===== src/rtl/result_reader.sv =====
// result_reader: drains a range of results-SRAM words onto a valid/ready element stream, lane 0 first.
// Define RESULT_READER_PREFETCH_EN to overlap the next word's SRAM read with shifting (no inter-word bubble).
module result_reader #(
  parameter int ADDRESSSIZE     = 10,
  parameter int PARTIAL_SUM_BW  = 24,
  parameter int MATRIX_SIZE     = 32,
  parameter int WORDSIZE_Result = PARTIAL_SUM_BW * MATRIX_SIZE
) (
  input  logic                       clk,
  input  logic                       rstn,
  input  logic                       start,
  input  logic [ADDRESSSIZE-1:0]     base_addr,
  input  logic [ADDRESSSIZE:0]       word_count,
  output logic [ADDRESSSIZE-1:0]     sram_address,
  input  logic [WORDSIZE_Result-1:0] sram_rd_data,
  output logic [PARTIAL_SUM_BW-1:0]  out_data,
  output logic                       out_valid,
  input  logic                       out_ready,
  output logic                       out_last,
  output logic                       busy,
  output logic                       done
);

  localparam int IDX_W = (MATRIX_SIZE > 1) ? $clog2(MATRIX_SIZE) : 1;
  localparam logic [IDX_W-1:0] LAST_IDX     = IDX_W'(MATRIX_SIZE - 1);
  localparam logic [IDX_W-1:0] PRE_LAST_IDX = IDX_W'(MATRIX_SIZE - 2);
  localparam logic [ADDRESSSIZE:0] ONE_WORD = (ADDRESSSIZE + 1)'(1);

  typedef enum logic [2:0] {IDLE, FETCH, WAIT_RD, SHIFT, DONE} state_t;

  state_t                     state;
  logic [WORDSIZE_Result-1:0] shift_reg;
  logic [IDX_W-1:0]           elem_idx;
  logic [ADDRESSSIZE:0]       words_left;
  logic                       final_word;
  logic                       handshake;
  logic                       last_beat;
  logic                       do_load;

  assign handshake = out_valid & out_ready;
  assign last_beat = (state == SHIFT) && handshake && (elem_idx == LAST_IDX);

  // The word load happens on the edge that leaves WAIT_RD; with prefetch it can also
  // happen on the last-element handshake, since the next address was issued at the previous load.
`ifdef RESULT_READER_PREFETCH_EN
  assign do_load = (state == WAIT_RD) || (last_beat && !final_word);
`else
  assign do_load = (state == WAIT_RD);
`endif

  always_ff @(posedge clk or negedge rstn) begin
    if (!rstn) begin
      state        <= IDLE;
      sram_address <= '0;
      shift_reg    <= '0;
      elem_idx     <= '0;
      words_left   <= '0;
      final_word   <= 1'b0;
      out_data     <= '0;
      out_valid    <= 1'b0;
      out_last     <= 1'b0;
      busy         <= 1'b0;
      done         <= 1'b0;
    end else begin
      done <= 1'b0;
      case (state)
        IDLE: begin
          if (start) begin
            sram_address <= base_addr;
            words_left   <= word_count;
            busy         <= 1'b1;
            if (word_count == '0) begin
              state <= DONE;
              done  <= 1'b1;
            end else begin
              state <= FETCH;
            end
          end
        end
        FETCH: state <= WAIT_RD;
        WAIT_RD: ;
        SHIFT: begin
          if (handshake) begin
            if (elem_idx == LAST_IDX) begin
              out_valid <= 1'b0;
              out_last  <= 1'b0;
              if (final_word) begin
                state <= DONE;
                done  <= 1'b1;
              end else begin
`ifndef RESULT_READER_PREFETCH_EN
                sram_address <= sram_address + 1'b1;
                state        <= FETCH;
`endif
              end
            end else begin
              elem_idx  <= elem_idx + 1'b1;
              out_data  <= shift_reg[PARTIAL_SUM_BW-1:0];
              shift_reg <= shift_reg >> PARTIAL_SUM_BW;
              out_last  <= final_word && (elem_idx == PRE_LAST_IDX);
            end
          end
        end
        DONE: begin
          busy  <= 1'b0;
          state <= IDLE;
        end
        default: state <= IDLE;
      endcase

      if (do_load) begin
        out_data   <= sram_rd_data[PARTIAL_SUM_BW-1:0];
        shift_reg  <= sram_rd_data >> PARTIAL_SUM_BW;
        elem_idx   <= '0;
        out_valid  <= 1'b1;
        out_last   <= 1'b0;
        words_left <= words_left - 1'b1;
        final_word <= (words_left == ONE_WORD);
        state      <= SHIFT;
`ifdef RESULT_READER_PREFETCH_EN
        if (words_left != ONE_WORD) sram_address <= sram_address + 1'b1;
`endif
      end
    end
  end

  // Stream-protocol invariants: a stalled element never changes, and last/done are well formed.
  assert property (@(posedge clk) disable iff (!rstn)
    (out_valid && !out_ready) |=> (out_valid && $stable(out_data) && $stable(out_last)));
  assert property (@(posedge clk) disable iff (!rstn) out_last |-> out_valid);
  assert property (@(posedge clk) disable iff (!rstn) done |-> (busy && !out_valid));

endmodule


===== config.mk =====
export PLATFORM = sky130hd
export DESIGN_NAME = result_reader
export DESIGN_NICKNAME = d
export VERILOG_FILES = /design/src/rtl/result_reader.sv
export SDC_FILE = /design/constraint.sdc
export NUM_CORES = 2
export LEC_CHECK = 0
export ABC_AREA = 1
export CAP_MARGIN = 20
export CORE_AREA = 2 2 321 323
export DETAILED_ROUTE_END_ITERATION = 16
export DIE_AREA = 0 0 323 325
export SETUP_SLACK_MARGIN = 0.02
export SLEW_MARGIN = 20
export SYNTH_ARGS = -nofsm -noshare
export SYNTH_HDL_FRONTEND = slang
export SYNTH_SLANG_ARGS = --single-unit

===== constraint.sdc =====
create_clock -name clk -period 2.2 [get_ports clk]
set_clock_uncertainty 0.15 [all_clocks]
set_input_delay 0.44 -clock clk [delete_from_list [all_inputs] [get_ports clk]]
set_output_delay 0.44 -clock clk [all_outputs]
set_load 0.01 [all_outputs]

=== After elaboration in Yosys (flattened, before gate mapping) ===
Index checks and enable logic that the tools add are counted.

* Logic and storage cells: 90
* Input port bits: 793
* Output and inout port bits: 38
* Register bits: 826

* Reduce and logical (&&, ||, !) cells: 17
* Mux-type cells: 43
* $add $sub $neg: 3
* Bitwise logic cells: 1
* Equal/unequal tests: 15

{| class="wikitable"
|+ Operators with widths
! kind !! count
|-
| $mux 768 || 4
|-
| $mux 24 || 4
|-
| $mux 10 || 4
|-
| $mux 11 || 3
|-
| $mux 5 || 4
|-
| $pmux 10 s2 || 1
|-
| $mux 3 || 6
|-
| $mux 1 || 14
|-
| $reduce_bool 2->1 || 7
|-
| $eq 11x1->1 const B || 1
|-
| $logic_not 11->1 || 1
|-
| $sub 11x1->11 const B || 1
|-
| $add 10x1->10 const B || 1
|-
| $eq 5x5->1 const B || 2
|-
| $pmux 3 s3 || 1
|-
| $reduce_and 3->1 || 3
|-
| $ne 2x2->1 const B || 4
|-
| $eq 3x2->1 const B || 2
|-
| $ne 3x3->1 const B || 2
|-
| $reduce_and 2->1 || 3
|-
| $add 5x1->5 const B || 1
|-
| $reduce_and 5->1 || 1
|-
| $pmux 1 s2 || 2
|-
| $eq 3x1->1 const B || 1
|-
| other kinds (6) || 6
|}

=== Longest topological paths before layout ===
* Depth in word-level cells: 6
* Depth in mapped cells: 12
* Gate-level depth less buffers: 10

=== Worst setup path after synthesis ===
OpenSTA, ideal clock, no wires.

* Kind: flip-flop to flip-flop
* Start: register elem_idx[0]
* End: register shift_reg[555]
* Period minus slack after synthesis: 2.155 ns
* Cell stages (with the launch flop): 13
* Setup time: 0.119 ns
* Slack: 0.045 ns
* Buffers on the path: 3
* Arrival: 1.886 ns
* Required time: 1.931 ns
* Path through: dfrtp_1 ha_1 inv_1 nor2_1 ha_1 inv_1 o21ai_1 a21oi_2 buf_4 buf_2 buf_2 nand3_1 o21a_1

* Longest elaborated chain between the ends: 3

{| class="wikitable"
|+ RTL lines
! what !! RTL line !! RTL
|-
| start: declaration || 33 || <nowiki>logic [IDX_W-1:0] elem_idx;</nowiki>
|-
| start signal: assignment || 97 || <nowiki>elem_idx <= elem_idx + 1'b1;</nowiki>
|-
| $eq 5x5->1 || 84 || <nowiki>if (elem_idx == LAST_IDX) begin</nowiki>
|-
| $ne 2x2->1 (no line) || n/a ||
|-
| $reduce_and 3->1 (no line) || n/a ||
|-
| end signal: assignment || 99 || <nowiki>shift_reg <= shift_reg >> PARTIAL_SUM_BW;</nowiki>
|-
| end signal: assignment || 113 || <nowiki>shift_reg <= sram_rd_data >> PARTIAL_SUM_BW;</nowiki>
|-
| end: declaration || 32 || <nowiki>logic [WORDSIZE_Result-1:0] shift_reg;</nowiki>
|}

No other way between the ends.
A chain may end at the register's enable or synchronous reset.

=== Final worst setup path ===
* Start: register elem_idx[0]
* End: register shift_reg[232]

Same word-level chain as after synthesis.

==> out/results.ini <==
[logic_synthesis]
syn-num-nets=5219
synthFlopType=dfrtp_1
synth_edf_count=0
synth_compound_area_frac=0.159
yosysUniqueCellTypes=29
yosys.area_share.adder=0.00197
synth-simple-area-share=0.265
ys_ff_latch=802
async_reset_ff_frac=1.00
synth_mux_area_frac=0
yosys_warnings=0
synth-xor-area-share=0.000230
synth_area_um2=38100
synth_seq_area_share=0.527
syn_inst=4420
synth_top_family_by_area=simple AND/OR/NAND/NOR gates
avgSynthCellArea_um2=8.61

[worst_hold_path]
hold_path.class=in2async

[sta]
hold_viol_final=0
fin_ws_ps=-148
fin_crit_ps=2350
rsz0062_at_grt=yes
slew_headroom=0.591
final.period_utilization=1.07
setup_viol=636
fmax_ghz=0.426
drv_slew=0
worstMarginPinSlew_ps=613

[worst_setup_path]
crit_fanout=9
max_stage_delay_ps=380
critPathBufInv=7
cp_cell_sequence=ha_2, inv_2, nor2_2, ha_2, inv_2, o21ai_4, a21oi_4, buf_6, buf_12, buf_12, buf_12, buf_16, nand3_1, o21a_1
startpoint_type=register
endpoint_kind=register
required_ps=2590
worstPathArrival_ps=2740
critPathKind=reg2reg
crit_slowest_cell=dfrtp_1
path_common_cell=buf_12
crit_family=buffers and inverters

[grt]
grt_max_degree=127
grt_pass1_wl_um=214000
grt_overflow=0
grtUsageTotal=0.267
grt_antenna_before_repair=21
first_global_vias=35300

[power]
p_clk_frac=0.258
fin_total_pwr_w=0.0605
powerDensity_nw_per_um2=1090
max-vdd-ir-drop_v=0.000700
p_int_w=0.0410
p_leak_nw=23.1
p_sw_w=0.0195
p_comb_frac=0.348
switching_share=0.322
sequentialPowerShare=0.394

[floorplanning]
start_util=0.376
die_w_um=323
die_area_um2=105000
die_y_um=325
rows=117
core_area_um2=101000
ios=831

[clock_network]
clkSlewWorstSetupHoldPaths_ps=60
root_buffer=clkbuf_16
clkSinkCount=802
cts_tree=done
h-tree-depth=3
cts_buffers=89
clock_path_buffers=3
worstSkewPairLatency_ps=660

[run]
drv_cap=0

[final_layout]
largest_register_ffs=744
mostFrequentLayoutCell=nand2_1
layout.nets=6120
design_area_um2=55500
layout-drive-gt1-share=0.120
synthToLayoutAreaGrowth_pct=45.8
final_cell_mix=1592 x nand2_1, 823 x clkdlybuf4s50_1, 800 x dfrtp_1

[route]
avgRoutedWirePerCell_um=21.6
viasPerCell=5.23
drt-initial-drc-count=2790
num_vias=35400
wirelength_um=146000
drc=0
antenna_left=0
drt_pass1_iterations=5

[run_status]
failed_checks=negative setup slack
status=finished with violations

[placed_design]
hpwl_um=107000
placed_cell_area_um2=49400
pre_cts_ws_ps=-212
port_buffers=830
place.gp.congestion=0.911

[power by group through the flow]
stage                     combinational (W)  sequential, W  clock, W
after floorplan                      0.0111         0.0228         0
after global placement               0.0172         0.0238         0
after detailed placement             0.0175         0.0239         0
after CTS                            0.0189         0.0237    0.0159
after global routing                 0.0230         0.0244    0.0165
final                                0.0210         0.0238    0.0156
[final timing paths]
path / start / to / slack [ps] / cells past startpoint
max reg2reg: elem_idx[0]$_DFFE_PN0P_ / shift_reg[232]$_DFFE_PN0P_ / -150 / 14
min reg2reg: shift_reg[264]$_DFFE_PN0P_ / shift_reg[264]$_DFFE_PN0P_ / 340 / 1
max: elem_idx[0]$_DFFE_PN0P_ / shift_reg[232]$_DFFE_PN0P_ / -150 / 14
min: rstn / shift_reg[649]$_DFFE_PN0P_ / 160 / 2
min in group clk: sram_rd_data[754] / shift_reg[730]$_DFFE_PN0P_ / 250 / 2
max in group asynchronous: rstn / shift_reg[302]$_DFFE_PN0P_ / 830 / 4
[worst reg2reg max path: stages, from the launching register on]
cell,delay (ps)
dfrtp_1,380
ha_2,200
inv_2,50
nor2_2,30
ha_2,170
inv_2,70
o21ai_4,70
a21oi_4,200
buf_6,170
buf_12,160
buf_12,180
buf_12,130
buf_16,120
nand3_1,70
o21a_1,100
[routing by layer]
layer	part of all wire	vias to the layer above	GRT usage
met5	0.00085	-	0
met4	0.036	18	0.0998
met3	0.058	234	0.0418
met2	0.48	1135	0.440
met1	0.42	17400	0.352
li1	-	16600	-
[metrics by stage]
stage	instances	utilization	hold WS, ps	setup TNS (ps)
2_1_floorplan	4420	-	-5.59	0
3_3_place_gp	6513	0.487	248	-88680
3_5_place_dp	6513	0.487	249	-83530
4_1_cts	6709	0.527	125	-35710
5_1_grt	6771	0.548	157	-112340
6_report	6775	0.548	162	-38960
[Yosys cell counts, types with 3 or more instances]
| cell type | count | area share |
|---|---|---|
| inv_1 | 38 | 0.0037 |
| nand2_1 | 1592 | 0.16 |
| nand4_1 | 5 | 0.00082 |
| clkbuf_1 | 72 | 0.0071 |
| nand3_1 | 775 | 0.10 |
| nor3_1 | 4 | 0.00053 |
| o21ai_0 | 26 | 0.0034 |
| buf_1 | 3 | 0.00030 |
| a21oi_1 | 8 | 0.0011 |
| o21a_1 | 744 | 0.15 |
| a22o_1 | 24 | 0.0055 |
| buf_2 | 265 | 0.035 |
| ha_1 | 6 | 0.0020 |
| dfrtp_1 | 802 | 0.53 |
| buf_4 | 3 | 0.00059 |
| nor2_1 | 30 | 0.0030 |
| inv_2 | 3 | 0.00030 |
| o211ai_1 | 5 | 0.00099 |
[final cells by class]
| cell class | instances | area (um2) |
|---|---|---|
| inverters | 41 | 154 |
| flip-flops and latches | 802 | 20100 |
| repair buffers | 1153 | 13300 |
| clock buffers | 126 | 2610 |
| diodes | 14 | 35.0 |
| well taps | 1368 | 1710 |
| clock inverters | 37 | 444 |
| fillers | 9343 | 45800 |
| multi-input cells | 3234 | 17200 |
[cell families after synthesis]
| family | count (synthesis) |
|---|---|
| AND/OR/NAND/NOR | 2414 |
| AO/OA/AOI/OAI | 813 |
| flip-flops | 802 |
| buffers and inverters | 384 |
| adder cells (fa/ha/maj) | 6 |
| XOR/XNOR | 1 |
[repair_timing]
action | in CTS | in global routing
setup buffers | 17 | 13
setup endpoints to repair | 766 | 770
hold buffers | 1 | 0
hold endpoints to repair | 214 | 0
resized for setup | 91 | 198
gates cloned | 15 | 42
pin swaps | 2 | 2
Power figures use the tool's default switching activity.
